--- config.mk ---
export PLATFORM = sky130hd
export DESIGN_NAME = mem_resp_tracker
export DESIGN_NICKNAME = d
export VERILOG_FILES = /design/src/rtl/mem_pkg.sv /design/src/rtl/mem_load_align.sv /design/src/rtl/mem_resp_tracker.sv
export SDC_FILE = /design/constraint.sdc
export NUM_CORES = 1
export LEC_CHECK = 0
export CAP_MARGIN = 0
export CORE_ASPECT_RATIO = 0.5
export CORE_MARGIN = 2
export CORE_UTILIZATION = 40
export DETAILED_ROUTE_END_ITERATION = 16
export DONT_BUFFER_PORTS = 1
export PLACE_DENSITY = 0.54
export SETUP_SLACK_MARGIN = 0.1
export SYNTH_ARGS = -nofsm -noshare
export SYNTH_HDL_FRONTEND = slang
export SYNTH_SLANG_ARGS = --single-unit
--- constraint.sdc ---
create_clock -name clk -period 2.8 [get_ports clk]
set_input_delay 0.28 -clock clk [delete_from_list [all_inputs] [get_ports clk]]
set_output_delay 0.28 -clock clk [all_outputs]
set_load 0.1 [all_outputs]
--- src/rtl/mem_pkg.sv ---
// Shared definitions for the memory response tracker.
// Contents:
//   OP_*          bit positions inside the 7-bit one-hot load op
//                 {right,left,uhalf,half,ubyte,byte,word}
//   LWL/LWR_STRB  byte-enable tables for partial-word loads, indexed by addr_lo
//   entry_t       one tracker FIFO entry
//   strb_lookup   picks a 4-bit strobe out of a packed table
package mem_pkg;

    localparam int OP_WORD  = 0;
    localparam int OP_BYTE  = 1;
    localparam int OP_UBYTE = 2;
    localparam int OP_HALF  = 3;
    localparam int OP_UHALF = 4;
    localparam int OP_LEFT  = 5;
    localparam int OP_RIGHT = 6;

    // Nibble n holds the strobe for addr_lo == n (nibble 0 is the LSBs).
    localparam logic [15:0] LWL_STRB_TBL = 16'b1111_1110_1100_1000;
    localparam logic [15:0] LWR_STRB_TBL = 16'b0001_0011_0111_1111;

    typedef struct packed {
        logic       load;
        logic [6:0] op;
        logic [1:0] addr_lo;
        logic [4:0] dest;
        logic       cancelled;
    } entry_t;

    function automatic logic [3:0] strb_lookup(input logic [15:0] tbl,
                                               input logic [1:0]  idx);
        return tbl[{idx, 2'b00} +: 4];
    endfunction

endpackage

--- src/rtl/mem_load_align.sv ---
// Combinational load aligner: turns a raw 32-bit bus word into the GPR
// write value and byte enables for the recorded load op.
// Ports:
//   i_op       one-hot load op (bit positions from mem_pkg)
//   i_addr_lo  address bits [1:0] of the load
//   i_rdata    raw response data
//   o_data     aligned, sign/zero-extended result
//   o_wstrb    GPR byte write enables
module mem_load_align
    import mem_pkg::*;
(
    input  logic [6:0]  i_op,
    input  logic [1:0]  i_addr_lo,
    input  logic [31:0] i_rdata,
    output logic [31:0] o_data,
    output logic [3:0]  o_wstrb
);

    logic [31:0] w_shr;
    logic [31:0] w_shl;

    // Shift amounts are byte counts scaled by 8; lwl shifts by the inverted offset.
    assign w_shr = i_rdata >> {i_addr_lo, 3'b000};
    assign w_shl = i_rdata << {~i_addr_lo, 3'b000};

    always_comb begin
        o_data  = i_rdata;
        o_wstrb = 4'b1111;
        if (i_op[OP_BYTE]) begin
            o_data = {{24{w_shr[7]}}, w_shr[7:0]};
        end else if (i_op[OP_UBYTE]) begin
            o_data = {24'd0, w_shr[7:0]};
        end else if (i_op[OP_HALF]) begin
            o_data = {{16{w_shr[15]}}, w_shr[15:0]};
        end else if (i_op[OP_UHALF]) begin
            o_data = {16'd0, w_shr[15:0]};
        end else if (i_op[OP_LEFT]) begin
            o_data  = w_shl;
            o_wstrb = strb_lookup(LWL_STRB_TBL, i_addr_lo);
        end else if (i_op[OP_RIGHT]) begin
            o_data  = w_shr;
            o_wstrb = strb_lookup(LWR_STRB_TBL, i_addr_lo);
        end
    end

endmodule

--- src/rtl/mem_resp_tracker.sv ---
// Tracks outstanding data-bus requests in issue order and turns in-order
// bus responses into registered GPR load writes.
// Ports:
//   clk, reset         clock; synchronous active-high reset
//   req_fire/req_ready request handshake (ready = not full)
//   req_load/op/addr_lo/dest  attributes recorded with each request
//   flush              cancels every in-flight request
//   data_ok/rdata      in-order response strobe and data
//   ld_valid/data/wstrb/dest  registered load result, one cycle after data_ok
//   st_pending         an uncancelled store is outstanding
//   occupancy          outstanding entry count
//   spurious_err       sticky: a response arrived with nothing outstanding
module mem_resp_tracker
    import mem_pkg::*;
#(
    parameter int DEPTH = 4,
    parameter int CNT_W = $clog2(DEPTH + 1)
) (
    input  logic             clk,
    input  logic             reset,
    input  logic             req_fire,
    output logic             req_ready,
    input  logic             req_load,
    input  logic [6:0]       req_op,
    input  logic [1:0]       req_addr_lo,
    input  logic [4:0]       req_dest,
    input  logic             flush,
    input  logic             data_ok,
    input  logic [31:0]      rdata,
    output logic             ld_valid,
    output logic [31:0]      ld_data,
    output logic [3:0]       ld_wstrb,
    output logic [4:0]       ld_dest,
    output logic             st_pending,
    output logic [CNT_W-1:0] occupancy,
    output logic             spurious_err
);

    localparam int PTR_W = (DEPTH > 1) ? $clog2(DEPTH) : 1;
    localparam logic [CNT_W-1:0] FULL_CNT = CNT_W'(DEPTH);
    localparam logic [CNT_W-1:0] CNT_ONE  = CNT_W'(1);
    localparam logic [PTR_W-1:0] LAST_PTR = PTR_W'(DEPTH - 1);
    localparam logic [PTR_W-1:0] PTR_ONE  = PTR_W'(1);

    entry_t           r_fifo [DEPTH];
    logic [PTR_W-1:0] r_head;
    logic [PTR_W-1:0] r_tail;
    logic [CNT_W-1:0] r_occ;
    logic [CNT_W-1:0] r_st_cnt;
    logic             r_spurious;
    logic             r_ld_valid_p1;
    logic [31:0]      r_ld_data_p1;
    logic [3:0]       r_ld_wstrb_p1;
    logic [4:0]       r_ld_dest_p1;

    logic             w_full;
    logic             w_empty;
    logic             w_push;
    logic             w_pop;
    entry_t           w_head;
    logic             w_pop_load;
    logic             w_pop_store;
    logic             w_push_store;
    logic [PTR_W-1:0] w_head_nxt;
    logic [PTR_W-1:0] w_tail_nxt;
    logic [31:0]      w_align_data;
    logic [3:0]       w_align_strb;

    assign w_full  = (r_occ == FULL_CNT);
    assign w_empty = (r_occ == '0);
    // No push-through-pop when full: ready depends only on current occupancy.
    assign w_push  = req_fire && !w_full;
    assign w_pop   = data_ok && !w_empty;
    assign w_head  = r_fifo[r_head];

    // A flush coinciding with the response cancels the head too.
    assign w_pop_load   = w_pop && w_head.load && !w_head.cancelled && !flush;
    assign w_pop_store  = w_pop && !w_head.load && !w_head.cancelled;
    assign w_push_store = w_push && !req_load && !flush;

    // DEPTH need not be a power of two, so pointers wrap explicitly.
    assign w_head_nxt = (r_head == LAST_PTR) ? '0 : r_head + PTR_ONE;
    assign w_tail_nxt = (r_tail == LAST_PTR) ? '0 : r_tail + PTR_ONE;

    mem_load_align u_align (
        .i_op      (w_head.op),
        .i_addr_lo (w_head.addr_lo),
        .i_rdata   (rdata),
        .o_data    (w_align_data),
        .o_wstrb   (w_align_strb)
    );

    // Entry storage: flush marks every slot (free slots are rewritten on
    // push anyway); a same-cycle push lands already cancelled.
    always_ff @(posedge clk) begin
        if (flush) begin
            for (int i = 0; i < DEPTH; i++) begin
                r_fifo[i].cancelled <= 1'b1;
            end
        end
        if (w_push) begin
            r_fifo[r_tail] <= '{load: req_load, op: req_op, addr_lo: req_addr_lo,
                                dest: req_dest, cancelled: flush};
        end
    end

    always_ff @(posedge clk) begin
        if (reset) begin
            r_head     <= '0;
            r_tail     <= '0;
            r_occ      <= '0;
            r_st_cnt   <= '0;
            r_spurious <= 1'b0;
        end else begin
            if (w_push) r_tail <= w_tail_nxt;
            if (w_pop)  r_head <= w_head_nxt;
            case ({w_push, w_pop})
                2'b10:   r_occ <= r_occ + CNT_ONE;
                2'b01:   r_occ <= r_occ - CNT_ONE;
                default: r_occ <= r_occ;
            endcase
            if (flush) begin
                r_st_cnt <= '0;
            end else begin
                case ({w_push_store, w_pop_store})
                    2'b10:   r_st_cnt <= r_st_cnt + CNT_ONE;
                    2'b01:   r_st_cnt <= r_st_cnt - CNT_ONE;
                    default: r_st_cnt <= r_st_cnt;
                endcase
            end
            if (data_ok && w_empty) r_spurious <= 1'b1;
        end
    end

    // Stage p1: registered load result
    always_ff @(posedge clk) begin
        if (reset) begin
            r_ld_valid_p1 <= 1'b0;
            r_ld_data_p1  <= '0;
            r_ld_wstrb_p1 <= '0;
            r_ld_dest_p1  <= '0;
        end else begin
            r_ld_valid_p1 <= w_pop_load;
            if (w_pop_load) begin
                r_ld_data_p1  <= w_align_data;
                r_ld_wstrb_p1 <= w_align_strb;
                r_ld_dest_p1  <= w_head.dest;
            end
        end
    end

    assign req_ready    = !w_full;
    assign occupancy    = r_occ;
    assign st_pending   = (r_st_cnt != '0);
    assign spurious_err = r_spurious;
    assign ld_valid     = r_ld_valid_p1;
    assign ld_data      = r_ld_data_p1;
    assign ld_wstrb     = r_ld_wstrb_p1;
    assign ld_dest      = r_ld_dest_p1;

endmodule

**Word level (Yosys, flattened, before mapping)**

Memories as Yosys holds them, arrays and structs flattened. A register that Yosys moved wholly into a read port is not among the register bits.
Cells that the tools add are included.

- Bits in registers: 53
- Word-level logic and storage cells: 71
- Memories kept: 1
- RAM bits: 64

- Bitwise logic cells: 1
- Muxes and demuxes: 22
- Shifts and indexed selects: 4
- $add $sub $neg: 6
- Reductions and logical operators: 21
- Equality and inequality tests: 7

Memories:

| memory | words | bits a word | read ports | clocked after memory_dff | write ports | line | source |
|---|---|---|---|---|---|---|---|
| r_fifo | 4 | 16 | 1 | 1 | 5 | mem_resp_tracker.sv:45 | `entry_t r_fifo [DEPTH];` |

Operators by type and width:

| cell | number |
|---|---|
| $mux W32 | 6 |
| $shiftx A16 B5 Y4 const A | 2 |
| $shl A32 B5 Y32 | 1 |
| $shr A32 B5 Y32 | 1 |
| $mux W4 | 6 |
| $pmux W3 S2 | 2 |
| $logic_and A1 B1 Y1 | 10 |
| $eq A2 B2 Y1 const B | 4 |
| $mux W2 | 4 |
| $add A3 B1 Y3 const B | 2 |
| $logic_not A1 Y1 | 6 |
| $sub A3 B1 Y3 const B | 2 |
| $add A2 B1 Y2 const B | 2 |
| $eq A2 B1 Y1 const B | 2 |
| $mux W1 | 4 |
| $reduce_bool A2 Y1 | 2 |
| $eq A3 B3 Y1 const B | 1 |
| $logic_not A3 Y1 | 1 |
| $reduce_bool A3 Y1 | 1 |
| $not A2 Y2 | 1 |
| $reduce_or A2 Y1 | 1 |

**Longest topological paths before layout**

Gate-level depths: netlist (run 1).

- Depth in word-level cells: 7
- Depth in mapped cells: 11
- Mapped depth without buffers: 11

**Modules after synthesis**

From an unflattened synthesis (run 1), not the netlist that was laid out.

- Cells, all modules: 644
- Area, all modules: 6653.9 µm²

By module, submodules not included:

| module | cells each | area each (µm²) | times used | seq. area each (µm²) |
|---|---|---|---|---|
| mem_resp_tracker | 347 | 4840.9 | 1 | 2982.9 |
| mem_load_align | 297 | 1813.0 | 1 | 0.0 |

**Worst setup path before layout (run 1)**

Ideal clock, no wire load.

- Kind: register to register
- From: register r_occ[2] (netlist: occupancy[2])
- To: register r_occ[2] (netlist: occupancy[2])
- Cell stages (with the launch flop): 10
- Slack: -1.145 ns
- Arrival time: 3.875 ns
- Required time: 2.730 ns
- Cell sequence: dfxtp_1 > nand3_1 > and2_1 > inv_1 > ha_1 > inv_1 > fa_1 > xor2_1 > or3_1 > a21oi_1

- Longest elaborated chain between the ends: 5
- Elaborated cells on any way between the ends: 12
- Classes of those cells: 2 x add/sub; 3 x eq/ne; 1 x mux; 6 x reduce/logical

Ends and longest elaborated chain:

| element | line | source |
|---|---|---|
| start: declaration | mem_resp_tracker.sv:48 | `logic [CNT_W-1:0] r_occ;` |
| start signal: assignment | mem_resp_tracker.sv:118 | `2'b10: r_occ <= r_occ + CNT_ONE;` |
| start signal: assignment | mem_resp_tracker.sv:119 | `2'b01: r_occ <= r_occ - CNT_ONE;` |
| start signal: assignment | mem_resp_tracker.sv:120 | `default: r_occ <= r_occ;` |
| $eq A3 B3 Y1 * | mem_resp_tracker.sv:69 | `assign w_full = (r_occ == FULL_CNT);` |
| $logic_not A1 Y1 * | -- |  |
| named net req_ready | mem_resp_tracker.sv:22 | `output logic req_ready,` |
| $logic_and A1 B1 Y1 * | mem_resp_tracker.sv:72 | `assign w_push = req_fire && !w_full;` |
| $eq A2 B1 Y1 / $eq A2 B2 Y1 (equally long branches) | mem_resp_tracker.sv:117 | `case ({w_push, w_pop})` |
| $pmux W3 S2 / $reduce_bool A2 Y1 (equally long branches) | -- |  |

The timed path passes the listed nets; every way through them passes the cells marked *.
A chain may end at the register's enable or synchronous reset.

==> flow_summary_export.csv, run 1 <==
group,metric,value,unit
outcome,outcome,"completed",
synth,yosysWarnings,0,
critical_path,cp-start-kind,"flop",
placed_design,gp_congestion,0.835,
run,cap_violations,0,
placed_design,io_buffers,0,
die,die_area,15700,um2
clocking,clk_latency,0.42,ns
synth,async_flop_share,0,%
clocking,clkTransAtPathRegs,0.06,ns
die,core,14400,um2
critical_path,worstPathRequired,3.09,ns
timing,max_freq,0.391,GHz
route,routedWlPerCell,19.3,um
synth,yosys.area_share.simple,13.3,%
timing,worst_pin_slew,0.988,ns
pwr,p_leak,2.58,nW
timing,rsz0062_at_grt,"yes",
global_routing,grt_max_degree,54,
synth,synth_nets,559,
route,via_per_inst,5.57,
clocking,root_buffer,"clkbuf_16",
global_routing,track_usage,19.1,%
synth,synth-seq-cells,115,
global_routing,grt_pass1_wl,22900,um
die,die_h,89.5,um
layout,layout-drive-gt1-share,24.6,%
die,ios,100,
synth,synth.area.top_cells,"edfxtp_1 (29%), dfxtp_1 (20%), mux2i_1 (6.7%), nor2_1 (3.5%), mux4_1 (3.1%)",
synth,synth_edf_count,56,
synth,synth_compound_area_share,16.2,%
clocking,h-tree-depth,4,
die,die_width,175,um
clocking,clockBufferDepth,2,
layout,layout.nets,612,
global_routing,grt_pass1_vias,4287,
route,drc,0,
critical_path,arrival,2.85,ns
synth,synth-xor-area-share,0.749,%
layout,area_growth,22.0,%
synth,synth.largest_area_cell,"edfxtp_1",
timing,slew-limit-headroom,34.1,%
placed_design,dpl.hpwl,9920,um
critical_path,cp-end-kind,"flop",
die,start_util,40.7,%
clocking,cts_buffers,17,
synth,synth.distinct_cells,60,
timing,setup_viol,0,
timing,hold_viol,0,
route,drt_wl_total,14700,um
timing,final.period_utilization,91.4,%
timing,slew_viol_final,0,
layout,fillCellCount,1293,
layout,layout_common_cells,"dfxtp_1 (56), edfxtp_1 (56), nor2_1 (55), buf_4 (55), mux2i_1 (39)",
synth,synth_mux_area_share,12.9,%
critical_path,crit_path_max_fanout,31,
timing,fin_skew,0.0167,ns
global_routing,grt_antenna_before_repair,0,
synth,synthAdderAreaFrac,2.18,%
timing,fin_crit,2.56,ns
synth,synth_top_family_by_area,"compound AO/OA/AOI/OAI gates",
synth,syn_area_per_cell,11.7,um2
critical_path,criticalPathCategory,"flop to flop",
synth,ys_seq_area_share,49.0,%
clocking,cts_sinks,115,
route,first_pass_iters,4,
synth,synthesis.area,5840,um2
route,vias,4247,
critical_path,reg2regPathDepth,7,
synth,ys.flop_type,"dfxtp_1",
clocking,cts_tree,"yes",
timing,tns,0,ns
hold_path,min_path_type,"input port to flop",
synth,synth_top_area_share,28.8,%
pwr,peakVddDrop,518,uV
pwr,pwr_density_cell,914,nW/um2
pwr,power,6.51,mW
layout,diodes,0,
die,num_rows,31,
hold_path,hold_path_depth,3,
route,drtIter0Drc,253,
global_routing,grt_overflow,0,
synth,netlist_instances,498,
route,ant_nets,0,
critical path, stage by stage, from the launching register on:
cell	delay, ns
dfxtp_1	0.36
buf_12	0.19
mux4_2	0.67
buf_4	0.32
mux2i_1	0.16
mux2i_1	0.21
a32oi_1	0.14
a2111oi_1	0.39
registers in the layout, summed over array words and instances, names as in the netlist, 2 cells and up, named ones only:
signal,cells
ld_wstrb,4
ld_data,32
ld_dest,5
r_tail,2
r_st_cnt,3
r_fifo,60
occupancy,3
r_head,2
metal layers:
| metal | vias to the layer above | share of wire (%) | track usage [%] |
|---|---|---|---|
| li1 | 2037 | - | - |
| met5 | - | 0 | 0 |
| met4 | 0 | 0.74 | 4.85 |
| met3 | 11 | 6.4 | 6.12 |
| met2 | 116 | 48 | 33.3 |
| met1 | 2083 | 45 | 23.6 |
Yosys cell counts (3+ instances only):
cell and instances:
dfxtp_1 59, edfxtp_1 56, nor2_1 55, mux2i_1 39, inv_1 21, buf_2 17
nand2_1 14, nor3_1 14, a21oi_1 13, clkbuf_1 13, a211oi_1 12, or3_1 12
nand4_1 9, a2111oi_2 8, a311oi_1 8, a31oi_1 8, mux4_2 8, nand4b_1 8
o22ai_2 8, o2bb2ai_1 8, a32oi_1 7, ha_1 7, mux4_1 7, o21ai_1 7
or3b_1 7, o21bai_1 6, a221o_1 5, and3_1 5, buf_4 5, a2111oi_0 4
a2111oi_1 4, a221o_2 3, xor2_1 3
area by class of cell:
type / instances / area (um2) / share of cell area, %
flip-flops and latches: 115 / 2870 / 40.3
multi-input cells: 321 / 2690 / 37.8
repair buffers: 75 / 661 / 9.27
clock buffers: 18 / 429 / 6.02
well taps: 198 / 248 / 3.48
clock inverters: 14 / 145 / 2.04
inverters: 21 / 78.8 / 1.11
power breakdown:
| group | internal [mW] | leakage (nW) | switching [mW] |
|---|---|---|---|
| Sequential | 1.92 | 0.994 | 0.218 |
| Combinational | 0.860 | 1.31 | 1.39 |
| Clock | 1.25 | 0.278 | 0.872 |
| Total | 4.04 | 2.58 | 2.48 |
kinds of logic (layout without fill, tap and decap cells):
family	after synthesis	after routing
simple gates	142	142
flops	115	115
compound gates	111	111
buf+inv	62	128
mux	54	54
fa+ha+maj	9	9
xor+xnor	5	5
what timing repair did:
item / CTS / global route
resized for setup: 0 / 6
endpoints found under the setup margin: 0 / 8
hold endpoints to repair: 115 / 0
setup buffers: 0 / 3
hold buffers: 17 / 0
final timing paths:
path	start	end	slack, ns
worst min-delay path	rdata[6]	ld_data[6]$_SDFFE_PP0P_	0.14
worst max register to register	flop	ld_data[26]$_SDFFE_PP0P_	0.24
worst min register to register	r_fifo[2][0]$_DFF_P_	r_fifo[2][0]$_DFF_P_	0.46
worst max-delay path	flop	ld_data[26]$_SDFFE_PP0P_	0.24
per-stage QoR:
step	std cells	setup slack [ns]	utilization, %	instance area, um2	hold WS [ns]
after floorplan	498	0.132	-	5870	0.379
after global placement	710	0.251	44.0	6310	0.350
after detailed placement	710	0.188	44.0	6310	0.352
after CTS	759	0.198	49.3	7070	0.130
after global routing	762	0.0544	49.7	7130	0.149
final	762	0.241	49.7	7130	0.142
Power figures use the tool's default switching activity.
==> run 2: changes to the inputs <==
--- a/config.mk
+++ b/config.mk
@@ -6,12 +6,14 @@
 export NUM_CORES = 1
 export LEC_CHECK = 0
 export CAP_MARGIN = 0
+export CELL_PAD_IN_SITES_DETAIL_PLACEMENT = 1
+export CELL_PAD_IN_SITES_GLOBAL_PLACEMENT = 1
 export CORE_ASPECT_RATIO = 0.5
 export CORE_MARGIN = 2
 export CORE_UTILIZATION = 40
 export DETAILED_ROUTE_END_ITERATION = 16
 export DONT_BUFFER_PORTS = 1
-export PLACE_DENSITY = 0.54
+export PLACE_DENSITY = 0.65
 export SETUP_SLACK_MARGIN = 0.1
 export SYNTH_ARGS = -nofsm -noshare
 export SYNTH_HDL_FRONTEND = slang
==> flow_summary_export.csv, run 2 (synthesized netlist as in run 1, its figures left out) <==
group,metric,value,unit
layout,final_common_cell,"edfxtp_1",
global_routing,grt_pass1_vias,4563,
placed_design,dpl.hpwl,10500,um
route,drt_wl_total,15700,um
pwr,pwr_density_cell,939,nW/um2
die,die_h,89.5,um
timing,final.period_utilization,90.0,%
timing,slew_viol_final,0,
die,ios,100,
clocking,h-tree-depth,4,
global_routing,grt_overflow,0,
pwr,peakVddDrop,450,uV
hold_path,min_to,"r_tail[1]$_SDFFE_PP0P_",
layout,layout.nets,611,
critical_path,arrival,2.81,ns
route,routedWlPerCell,20.6,um
layout,area_growth,22.7,%
clocking,root_buffer,"clkbuf_16",
placed_design,gp_congestion,0.831,
die,die_width,175,um
die,die_area,15700,um2
route,first_pass_iters,4,
clocking,clkTransAtPathRegs,0.06,ns
clocking,cts_sinks,115,
timing,slew-limit-headroom,33.6,%
clocking,cts_buffers,17,
critical_path,rr_endpoint,"ld_data[9]$_SDFFE_PP0P_",
critical_path,cp-start-kind,"flop",
critical_path,reg2reg_slack,0.28,ns
clocking,cts_tree,"yes",
route,drtIter0Drc,241,
layout,fillCellCount,1502,
layout,largest_reg_flops,60,
clocking,clockBufferDepth,2,
pwr,power,6.73,mW
route,drc,0,
route,vias,4310,
timing,fin_skew,0.0172,ns
clocking,clk_latency,0.42,ns
timing,rsz0062_at_grt,"no",
timing,setup_viol,0,
die,start_util,40.7,%
run,cap_violations,0,
global_routing,grt_pass1_wl,24500,um
layout,layout_common_cells,"edfxtp_1 (56), dfxtp_1 (55), nor2_1 (54), buf_4 (54), mux2i_1 (39)",
critical_path,criticalPathCategory,"flop to flop",
route,ant_nets,0,
critical_path,worstPathRequired,3.09,ns
layout,layout-drive-gt1-share,25.2,%
hold_path,hold_path_depth,3,
timing,worst_pin_slew,0.994,ns
critical_path,crit_path_max_fanout,8,
outcome,outcome,"completed",
global_routing,grt_max_degree,54,
timing,hold_viol,0,
hold_path,hp-start,"req_fire",
pwr,p_leak,2.60,nW
timing,tns,0,ns
layout,regMostFlops,"r_fifo",
global_routing,grt_antenna_before_repair,1,
timing,fin_crit,2.52,ns
route,via_per_inst,5.66,
die,num_rows,31,
placed_design,io_buffers,0,
critical_path,cp-end-kind,"flop",
hold_path,min_path_type,"input port to flop",
die,core,14400,um2
timing,max_freq,0.397,GHz
critical_path,reg2regPathDepth,8,
global_routing,track_usage,20.6,%
run 2: worst max-delay path by stage:
| stage | start | endpoint | slack [ns] |
|---|---|---|---|
| after global placement | flop | ld_data[18]$_SDFFE_PP0P_ | 0.16 |
| final | flop | ld_data[9]$_SDFFE_PP0P_ | 0.28 |
| after floorplan | occupancy[1]$_SDFFE_PP0P_ | r_st_cnt[2]$_SDFFE_PP0P_ | 0.13 |
| after detailed placement | flop | ld_data[28]$_SDFFE_PP0P_ | 0.0006 |
| after global routing | flop | ld_data[9]$_SDFFE_PP0P_ | 0.16 |
| after CTS | flop | ld_data[28]$_SDFFE_PP0P_ | 0.12 |
run 2: stage by stage:
| step | hold WS (ns) | instance area (um2) | worst slack [ns] | utilization, % | std cells |
|---|---|---|---|---|---|
| finish | 0.161 | 7170 | 0.281 | 50.0 | 762 |
| CTS | 0.141 | 7110 | 0.118 | 49.5 | 759 |
| global placement | 0.351 | 6270 | 0.159 | 43.7 | 708 |
| detailed placement | 0.359 | 6270 | 0.000643 | 43.7 | 708 |
| floorplan | 0.379 | 5870 | 0.132 | - | 498 |
| global route | 0.167 | 7170 | 0.157 | 50.0 | 762 |
run 2: worst max-delay path: stages, from the launching register on:
cell and delay, ns:
dfxtp_2 0.39, buf_4 0.19, mux4_1 0.63, nor4b_4 0.28, buf_4 0.18, o221ai_2 0.17
buf_4 0.22, a211oi_1 0.26, nor3_1 0.08
run 2: repair_timing:
item,4_1_cts,5_1_grt
endpoints found under the setup margin,8,36
resized for setup,3,9
gates cloned,0,0
endpoints found under the hold margin,115,0
buffers inserted,2,2
pin swaps,0,1
hold buffers,17,0
run 2: routing by layer:
layer / vias up / part of all wire [%] / GRT usage (%)
li1: 2044 / - / -
met1: 2156 / 45 / 24.9
met2: 93 / 49 / 36.1
met3: 17 / 5.2 / 5.95
met4: 0 / 1.0 / 6.52
met5: - / 0 / 0
run 2: area by class of cell:
cell class | instances | area (um2) | area share [%]
antenna | 1 | 2.50 | 0.0349
timing repair buffer | 74 | 644 | 8.99
tap | 198 | 248 | 3.46
clock inverter | 15 | 193 | 2.69
sequential | 115 | 2880 | 40.1
inverter | 21 | 78.8 | 1.10
clock buffer | 17 | 425 | 5.93
multi-input combinational | 321 | 2700 | 37.7
run 2: power by group:
group | switching [mW] | total [mW] | leakage [nW] | internal [mW]
Combinational | 1.42 | 2.28 | 1.31 | 0.861
Clock | 0.875 | 2.30 | 0.297 | 1.43
Sequential | 0.222 | 2.15 | 0.994 | 1.93
Total | 2.52 | 6.73 | 2.60 | 4.21
==> run 3: changes to the inputs <==
--- a/config.mk
+++ b/config.mk
@@ -10,10 +10,10 @@
 export CELL_PAD_IN_SITES_GLOBAL_PLACEMENT = 1
 export CORE_ASPECT_RATIO = 0.5
 export CORE_MARGIN = 2
-export CORE_UTILIZATION = 40
+export CORE_UTILIZATION = 51
 export DETAILED_ROUTE_END_ITERATION = 16
 export DONT_BUFFER_PORTS = 1
-export PLACE_DENSITY = 0.65
+export PLACE_DENSITY = 0.8
 export SETUP_SLACK_MARGIN = 0.1
 export SYNTH_ARGS = -nofsm -noshare
 export SYNTH_HDL_FRONTEND = slang
==> flow_summary_export.csv, run 3 (synthesized netlist as in run 1, its figures left out) <==
group,metric,value,unit
critical_path,reg2reg_slack,0.20,ns
placed_design,io_buffers,0,
critical_path,critPathMaxStageDelay,0.80,ns
clocking,cts_tree,"yes",
route,first_pass_iters,4,
die,ios,100,
timing,worst_pin_slew,1.02,ns
route,routedWlPerCell,24.0,um
layout,final_area,7030,um2
timing,fin_skew,0.0115,ns
critical_path,critPathTopFamily,"simple AND/OR/NAND/NOR gates",
die,core,11100,um2
pwr,pwr_density_cell,944,nW/um2
critical_path,cp-start-kind,"flop",
die,num_rows,27,
pwr,p_seq_share,32.7,%
clocking,cts_sinks,115,
layout,layout.nets,608,
run,cap_violations,0,
outcome,outcome,"completed",
global_routing,grt_antenna_before_repair,0,
layout,layout-drive-gt1-share,25.0,%
clocking,clkTransAtPathRegs,0.06,ns
critical_path,reg2regPathDepth,6,
timing,setup_slack,0.203,ns
global_routing,grt_overflow,0,
timing,slew-limit-headroom,32.1,%
timing,fin_crit,2.60,ns
timing,tns,0,ns
pwr,intPower,4.04,mW
die,die_area,12400,um2
route,ant_nets,0,
critical_path,crit_path_max_fanout,9,
placed_design,placed_area,6200,um2
layout,postLayoutCoreUtil,63.5,%
critical_path,crit_chain,"buf_4, mux4_2, or4_1, a31oi_1, a211oi_1, nor3_1",
pwr,p_leak,2.57,nW
timing,setup_viol,0,
pwr,peakVddDrop,447,uV
route,drt_wl_total,16900,um
layout,diodes,0,
route,via_per_inst,6.42,
hold_path,hold_path_depth,2,
global_routing,grt_pass1_wl,26800,um
critical_path,slowest_stage,"or4_1",
global_routing,grt_pass1_vias,4893,
critical_path,rr_endpoint,"ld_data[13]$_SDFFE_PP0P_",
placed_design,dpl.hpwl,10700,um
critical_path,cp-end-kind,"flop",
route,vias,4529,
hold_path,hp-start,"data_ok",
placed_design,gp_congestion,0.852,
clocking,cts_buffers,17,
hold_path,min_path_type,"input port to flop",
timing,final.period_utilization,92.8,%
clocking,h-tree-depth,4,
critical_path,crit_buf_inv,1,
layout,largest_reg_flops,60,
pwr,swShare,39.1,%
global_routing,grt_max_degree,54,
timing,max_freq,0.385,GHz
pwr,p_comb_share,34.5,%
route,drc,0,
layout,area_growth,20.4,%
clocking,root_buffer,"clkbuf_16",
die,die_width,155,um
pwr,clkPwrFrac,32.8,%
route,drtIter0Drc,351,
pwr,power_switching,2.60,mW
critical_path,arrival,2.93,ns
die,die_h,79.7,um
clocking,clk_latency,0.42,ns
timing,slew_viol_final,0,
layout,fillCellCount,1120,
layout,final_common_cell,"edfxtp_1",
layout,regMostFlops,"r_fifo",
placed_design,place_ws,0.107,ns
clocking,clockBufferDepth,2,
timing,hold_viol,0,
die,start_util,52.7,%
global_routing,track_usage,29.0,%
critical_path,worstPathRequired,3.13,ns
critical_path,criticalPathCategory,"flop to flop",
layout,layout_common_cells,"edfxtp_1 (56), nor2_1 (54), dfxtp_1 (54)",
hold_path,min_to,"spurious_err$_SDFFE_PP0P_",
timing,rsz0062_at_grt,"yes",
run 3: cell count changes in the layout (fill, tap and decap cells not counted), sizes merged:
cell / delta
buf: -2
bufinv: -2
clkinv: -1
clkinvlp: +1
diode: -1
dlygate4sd3: -1
inv: +2
run 3: worst max path at each step:
stage	cells after the start	slack, ns	start	to
2_1_floorplan	11	0.13	occupancy[1]$_SDFFE_PP0P_	r_st_cnt[2]$_SDFFE_PP0P_
3_3_place_gp	7	0.18	flop	ld_data[9]$_SDFFE_PP0P_
3_5_place_dp	6	0.11	flop	ld_data[31]$_SDFFE_PP0P_
4_1_cts	5	0.07	flop	ld_data[28]$_SDFFE_PP0P_
5_1_grt	6	0.05	flop	ld_data[5]$_SDFFE_PP0P_
6_report	6	0.20	flop	ld_data[13]$_SDFFE_PP0P_
run 3: timing repair:
| item | CTS | global route |
|---|---|---|
| hold buffers | 16 | 0 |
| gates resized for setup | 3 | 8 |
| pin swaps | 1 | 0 |
| setup endpoints to repair | 7 | 38 |
| hold endpoints to repair | 115 | 0 |
| setup buffers | 5 | 0 |
run 3: layer usage:
metal  track usage (%)  up-vias  part of all wire [%]
li1                  -     2033                     -
met1              33.8     2294                    42
met2              50.5      154                    50
met3              8.96       48                   5.8
met4              11.7        0                   2.7
met5                 0        -                     0
run 3: area by class of cell:
cell class	instances	area, um2	share of cell area [%]
clock inverters	15	161	2.29
repair buffers	71	619	8.80
clock buffers	17	425	6.05
inverters	21	78.8	1.12
multi-input cells	321	2690	38.3
well taps	145	181	2.58
flip-flops and latches	115	2880	40.9
run 3: stage by stage:
stage          cells  hold WS [ns]  power, mW
6_report         705        0.0263       6.64
5_1_grt          705        0.0300       6.94
4_1_cts          705        0.0148       6.62
3_5_place_dp     652         0.353       4.33
3_3_place_gp     652         0.350       4.27
2_1_floorplan    498         0.379       3.93
run 3: power groups by stage:
stage	logic [mW]	registers (mW)	clock network (mW)
2_1_floorplan	1.54	2.39	0
3_3_place_gp	2.08	2.19	0
3_5_place_dp	2.13	2.20	0
4_1_cts	2.25	2.17	2.20
5_1_grt	2.46	2.19	2.29
6_report	2.29	2.17	2.18
